### config.mk
export PLATFORM = sky130hd
export DESIGN_NAME = ahbl_arbiter_2m
export DESIGN_NICKNAME = d
export VERILOG_FILES = /design/src/rtl/ahbl_pkg.sv /design/src/rtl/ahbl_arb_core.sv /design/src/rtl/ahbl_arbiter_2m.sv
export SDC_FILE = /design/constraint.sdc
export NUM_CORES = 1
export LEC_CHECK = 0
export ABC_AREA = 1
export CORE_AREA = 2 2 122 124
export DETAILED_ROUTE_END_ITERATION = 8
export DIE_AREA = 0 0 124 126
export GPL_TIMING_DRIVEN = 0
export PLACE_DENSITY = 0.55
export SLEW_MARGIN = 20
export SYNTH_ARGS = -nofsm -noshare
export SYNTH_HDL_FRONTEND = slang
export SYNTH_SLANG_ARGS = --single-unit
### constraint.sdc
create_clock -name HCLK -period 2.1 [get_ports HCLK]
set_input_delay 0.42 -clock HCLK [delete_from_list [all_inputs] [get_ports HCLK]]
set_output_delay 0.42 -clock HCLK [all_outputs]
set_load 0.005 [all_outputs]
### src/rtl/ahbl_pkg.sv
// Shared AHB-Lite definitions for the system bus fabric.
// Transfer encodings and arbitration policy selectors.
package ahbl_pkg;

  typedef enum logic [1:0] {
    HTRANS_IDLE   = 2'b00,
    HTRANS_BUSY   = 2'b01,
    HTRANS_NONSEQ = 2'b10,
    HTRANS_SEQ    = 2'b11
  } htrans_e;

  localparam int ARB_RR    = 0;
  localparam int ARB_FIXED = 1;

  function automatic logic is_req(input logic [1:0] t);
    return t[1];
  endfunction

  function automatic logic is_seq(input logic [1:0] t);
    return t == HTRANS_SEQ;
  endfunction

endpackage

### src/rtl/ahbl_arb_core.sv
// Two-master grant engine: request arbitration, burst/stall
// locking and the address/data-phase ownership registers.
module ahbl_arb_core
  import ahbl_pkg::*;
#(
  parameter int ARB_MODE = ARB_RR
) (
  input  logic       clk,
  input  logic       rst_n,
  input  logic [1:0] req,
  input  logic [1:0] seq,
  input  logic       s_hready,
  output logic       grant,
  output logic       downer,
  output logic       dvalid
);

  logic grant_q;
  logic hold_q;
  logic last_q;
  logic downer_q;
  logic dvalid_q;

  logic arb_g;
  logic lock;
  logic req_g;

  always_comb begin
    arb_g = grant_q;
    if (ARB_MODE == ARB_FIXED) begin
      if (req[0])      arb_g = 1'b0;
      else if (req[1]) arb_g = 1'b1;
    end else begin
      case (req)
        2'b11:   arb_g = ~last_q;
        2'b01:   arb_g = 1'b0;
        2'b10:   arb_g = 1'b1;
        default: arb_g = grant_q;
      endcase
    end
  end

  // A SEQ beat from the current owner keeps the burst intact.
  assign lock  = hold_q | seq[grant_q];
  assign grant = lock ? grant_q : arb_g;
  assign req_g = req[grant];

  always_ff @(posedge clk or negedge rst_n) begin
    if (!rst_n) begin
      grant_q  <= 1'b0;
      hold_q   <= 1'b0;
      last_q   <= 1'b1;
      downer_q <= 1'b0;
      dvalid_q <= 1'b0;
    end else begin
      grant_q <= grant;
      hold_q  <= req_g & ~s_hready;
      if (s_hready) begin
        dvalid_q <= req_g;
        if (req_g) begin
          downer_q <= grant;
          last_q   <= grant;
        end
      end
    end
  end

  assign downer = downer_q;
  assign dvalid = dvalid_q;

endmodule

### src/rtl/ahbl_arbiter_2m.sv
// Two-master AHB-Lite arbiter in front of the slave splitter.
// Muxes address by grant, write data by data-phase owner.
module ahbl_arbiter_2m
  import ahbl_pkg::*;
#(
  parameter int ARB_MODE = ARB_RR,
  parameter int AW       = 32,
  parameter int DW       = 32
) (
  input  logic          HCLK,
  input  logic          HRESETn,
  input  logic [AW-1:0] M0_HADDR,
  input  logic [1:0]    M0_HTRANS,
  input  logic [2:0]    M0_HSIZE,
  input  logic          M0_HWRITE,
  input  logic [DW-1:0] M0_HWDATA,
  output logic          M0_HREADY,
  output logic [DW-1:0] M0_HRDATA,
  input  logic [AW-1:0] M1_HADDR,
  input  logic [1:0]    M1_HTRANS,
  input  logic [2:0]    M1_HSIZE,
  input  logic          M1_HWRITE,
  input  logic [DW-1:0] M1_HWDATA,
  output logic          M1_HREADY,
  output logic [DW-1:0] M1_HRDATA,
  output logic [AW-1:0] S_HADDR,
  output logic [1:0]    S_HTRANS,
  output logic [2:0]    S_HSIZE,
  output logic          S_HWRITE,
  output logic [DW-1:0] S_HWDATA,
  input  logic          S_HREADY,
  input  logic [DW-1:0] S_HRDATA,
  output logic          HMASTER
);

  logic [1:0] req;
  logic [1:0] seq;
  logic       grant;
  logic       downer;
  logic       dvalid;

  assign req = {is_req(M1_HTRANS), is_req(M0_HTRANS)};
  assign seq = {is_seq(M1_HTRANS), is_seq(M0_HTRANS)};

  ahbl_arb_core #(
    .ARB_MODE(ARB_MODE)
  ) u_core (
    .clk     (HCLK),
    .rst_n   (HRESETn),
    .req     (req),
    .seq     (seq),
    .s_hready(S_HREADY),
    .grant   (grant),
    .downer  (downer),
    .dvalid  (dvalid)
  );

  assign S_HADDR  = grant ? M1_HADDR  : M0_HADDR;
  assign S_HTRANS = grant ? M1_HTRANS : M0_HTRANS;
  assign S_HSIZE  = grant ? M1_HSIZE  : M0_HSIZE;
  assign S_HWRITE = grant ? M1_HWRITE : M0_HWRITE;
  assign S_HWDATA = downer ? M1_HWDATA : M0_HWDATA;
  assign HMASTER  = downer;

  assign M0_HRDATA = S_HRDATA;
  assign M1_HRDATA = S_HRDATA;

  // Owners follow the slave; losers stall; idle masters see ready.
  always_comb begin
    M0_HREADY = 1'b1;
    if ((dvalid && !downer) || !grant)
      M0_HREADY = S_HREADY;
    else if (req[0])
      M0_HREADY = 1'b0;
  end

  always_comb begin
    M1_HREADY = 1'b1;
    if ((dvalid && downer) || grant)
      M1_HREADY = S_HREADY;
    else if (req[1])
      M1_HREADY = 1'b0;
  end

endmodule
Yosys cells after proc, flatten, opt, wreduce, memory -nomap -nowiden

Index checks and enable logic that the tools add are counted.

Word-level logic and storage cells: 38
Register bits after elaboration: 5
Output and inout bits: 137
Bits of input ports: 175

Bitwise logic cells: 4
$lt $le $gt $ge: 2
Reductions and logical operators: 7
Mux-type cells: 15
Equal/unequal tests: 5

Operators with widths:

| operator             | count |
|---|---|
| $mux W32             | 2 |
| $mux W1              | 10 |
| $eq A2 B2 Y1 const B | 4 |
| $lt A1 B2 Y1 const B | 2 |
| $mux W3              | 1 |
| $pmux W1 S3          | 1 |
| $eq A2 B1 Y1 const B | 1 |
| $logic_and A1 B1 Y1  | 2 |
| $logic_not A1 Y1     | 2 |
| $logic_or A1 B1 Y1   | 2 |
| $mux W2              | 1 |
| $not A1 Y1           | 2 |
| $reduce_and A2 Y1    | 1 |
| $and A1 B1 Y1        | 1 |
| $or A1 B1 Y1         | 1 |

Depth between registers and ports, before layout

Depth after elaboration: 8
Gate-level depth with buffers: 10
Depth with buffers taken out: 9

By module

A second synthesis with hierarchy kept.

Cell total of the unflattened synthesis: 341
Area, all modules: 1701.6 µm²

By module, submodules not included:

| module          | times used | seq. area each (µm²) | cells each | area each (µm²) |
|---|---|---|---|---|
| ahbl_arbiter_2m | 1          | 0.0                  | 306        | 1441.4 |
| ahbl_arb_core   | 1          | 126.4                | 35         | 260.2 |

Worst setup path before layout

Ideal clock, no wire load.

Path type: reg2out
Start: register u_core.last_q
End: output S_HADDR[14]
Slack: 0.421 ns
Cell stages (with the launch flop): 11
Required time: 1.680 ns
Buffers on the path: 2
Arrival time: 1.259 ns
Cells stage by stage: dfstp_2 > inv_1 > o21ai_1 > nand2_1 > nand2_2 > nand2_2 > inv_2 > buf_6 > buf_12 > nand2_2 > nand2_1

Word-level cells in the longest chain between the ends: 4

RTL lines:

| what                   | line                  | source |
|---|---|---|
| start, declared        | ahbl_arb_core.sv:20   | `logic last_q;` |
| start signal, assigned | ahbl_arb_core.sv:62   | `last_q <= grant;` |
| $not A1 Y1             | ahbl_arb_core.sv:35   | `2'b11: arb_g = ~last_q;` |
| $pmux W1 S3            | ahbl_arb_core.sv:34   | `case (req)` |
| $mux W1                | ahbl_arb_core.sv:45   | `assign grant = lock ? grant_q : arb_g;` |
| $mux W32               | ahbl_arbiter_2m.sv:58 | `assign S_HADDR = grant ? M1_HADDR : M0_HADDR;` |
| end, declared          | ahbl_arbiter_2m.sv:26 | `output logic [AW-1:0] S_HADDR,` |

Every way passes these cells.

Final worst setup path

Start: register u_core.last_q
End: output S_HADDR[30]

The elaborated chain is that of the path after synthesis.

==> impl_metrics.csv <==
group,metric,value,unit
run_status,status,"finished with violations",
run_status,violations,"negative setup slack",
global_route,overflow,0,
die,fp.dieH,126,µm
sta,hold_viol,0,
final_layout,area_growth,219,%
final_layout,multi_input_area,1030,µm²
worst_setup_path,end_kind,"primary output",
worst_setup_path,critical_path_arrival,1810,ps
die,rows,44,
detailed_routing,wl_per_cell,14.2,µm
yosys,syn_area_per_cell,6.42,µm²
detailed_routing,drc,0,
pwr,total_power,2.60,mW
yosys,ys_warn_count,0,
pwr,p_seq_frac,0.052,
global_route,grt_max_degree,11,
clocking,htree_num_levels,1,
clocking,path_clk_slew,30,ps
final_layout,fillCellCount,1452,
detailed_routing,vias,2709,
clocking,clock-sinks,5,
place,gp_congestion,0.812,
sta,rsz0062_at_grt,"yes",
global_route,grt_pass1_wl,14900,µm
final_layout,most-common-layout-cells,"clkdlybuf4s50_1, nand2_1, buf_4, buf_2, mux2_2",
die,die_area,15600,µm²
clocking,max-clock-path-buffers,2,
final_layout,layout.nets,750,
sta,fmax,449,MHz
place,place_ws,-779,ps
final_layout,diodes,0,
yosys,synth_nets,431,
yosys,synth_area,1640,µm²
clocking,clock_latency,220,ps
die,initial_utilization,0.115,
clocking,cts_tree,"built",
detailed_routing,dr.first_iter.drc_count,32,
clocking,cts-root-buf,"clkbuf_16",
run,drv_cap,0,
worst_setup_path,crit_required,1680,ps
sta,slew_viol_final,0,
place,place_area,4670,µm²
final_layout,fin_cells,758,
final_layout,finalInstanceArea,5240,µm²
pwr,power.leakage,2.59,nW
place,dp_hpwl,8750,µm
place,place_inst,719,
place,portBuffers,279,
worst_setup_path,crit_fanout,6,
sta,layout_min_cycle_time,2230,ps
sta,slew_headroom,0.839,
hold_path,min_path_type,"input pin to async pin",
detailed_routing,vias_per_cell,3.57,
final_layout,layout-drive-gt1-share,0.404,
sta,holdWs,421,ps
sta,tightest_slew,241,ps
die,io_pins,312,
pwr,ir_worst_vdd,0.493,mV
worst_setup_path,worstSetupPathType,"flip-flop to primary output",
clocking,cts_buffers,3,
global_route,first_global_vias,2809,
global_route,grt_usage,0.124,
sta,finalSetupTns,-3660,ps
worst_setup_path,reg2reg_depth,9,
sta,period_share,1.06,
detailed_routing,wl,10700,µm
final_layout,final_common_cell,"clkdlybuf4s50_1",
yosys,ys_seq_area_frac,0.0769,
pwr,power_density,495,nW/µm²
global_route,antenna_found_initial,0,
yosys,syn_inst,256,
detailed_routing,first_pass_iters,2,
die,die_width,124,µm
final_layout,seq_area,126,µm²
detailed_routing,drt.antenna.violating_nets,0,
pwr,clockPowerShare,0.118,
clocking,holdBufCountCts,0,
pwr,p_sw_frac,0.324,
worst_setup_path,cp-start-kind,"flip-flop",
final_layout,final_core_util,0.366,
yosys,yosysUniqueCellTypes,17,
pwr,p_sw,841,µW
pwr,pwr-share-comb,0.829,
sta,finalWorstSetupSlack,-128,ps
sta,setup_viol,37,
yosys,ys_ff_latch,5,
pwr,internal_power,1.76,mW
sta,skew,0.0818,ps
die,core_area,14300,µm²
## synthesized netlist by cell type
cell type	number	area share
mux2_2	32	0.22
inv_1	5	0.011
nand2_1	112	0.26
inv_2	1	0.0023
dfrtp_1	4	0.061
nor2_1	1	0.0023
or2_2	1	0.0038
nand3_1	2	0.0061
o21ai_0	2	0.0061
buf_12	1	0.012
buf_6	2	0.014
nand4_1	1	0.0038
buf_2	8	0.024
buf_4	66	0.30
nand2_2	12	0.046
dfstp_2	1	0.016
o21ai_1	5	0.015
## metal layers
layer / track usage / wire [µm] / vias to the layer above
met1: 0.140 / 3900 / 1205
met2: 0.243 / 5880 / 124
met4: 0.0251 / 138 / 0
met5: 0 / 0 / -
li1: - / - / 1370
met3: 0.0168 / 829 / 10
## worst max-delay path: stages, from the launching register on
cell	delay, ps
dfstp_2	540
inv_2	40
o21ai_2	110
nand2_1	70
nand2_2	80
nand2_4	80
inv_6	80
buf_12	120
buf_8	110
buf_8	130
nand2_2	50
nand2_2	70
buf_6	90
## cell type report
cell class / instances / area share
Sequential cell: 5 / 0.0241
Timing Repair Buffer: 315 / 0.589
Buffer: 76 / 0.126
Inverter: 6 / 0.00525
Multi-Input combinational cell: 168 / 0.197
Tap cell: 184 / 0.0439
Clock buffer: 4 / 0.0150
## power by group through the flow
stage | clock [mW] | combinational (mW) | sequential [mW]
after floorplan | 0 | 0.674 | 0.130
after global placement | 0 | 1.77 | 0.133
after detailed placement | 0 | 1.78 | 0.133
after CTS | 0.313 | 2.11 | 0.134
after global routing | 0.325 | 2.32 | 0.139
final | 0.308 | 2.15 | 0.136
## cell families after synthesis
logic type | count (synthesis) | share of synthesized area
multiplexers | 32 | 0.219
flip-flops | 5 | 0.0769
AO/OA/AOI/OAI | 7 | 0.0213
buffers and inverters | 83 | 0.365
AND/OR/NAND/NOR | 129 | 0.317
## state kept, by name, indices dropped and copies added (netlist names)
register / cells
u_core.downer: 1
u_core.dvalid: 1
u_core.grant_q: 1
u_core.hold_q: 1
u_core.last_q: 1
## worst paths after layout
path | from | endpoint | slack (ps)
worst max register to register | u_core.last_q | u_core.dvalid | 600
worst max-delay path | u_core.last_q | S_HADDR[30] | -130
worst min-delay path | HRESETn | u_core.hold_q | 420
worst min register to register | u_core.last_q | u_core.last_q | 480
max in group asynchronous | HRESETn | u_core.last_q | 1430
min in group HCLK | u_core.last_q | u_core.last_q | 480
## what timing repair did
action | in CTS | in global routing
resized for setup | 247 | 34
setup buffers | 22 | 10
cloned | 4 | 1
setup endpoints to repair | 68 | 58
pin swaps | 6 | 6
Power figures use the tool's default switching activity.
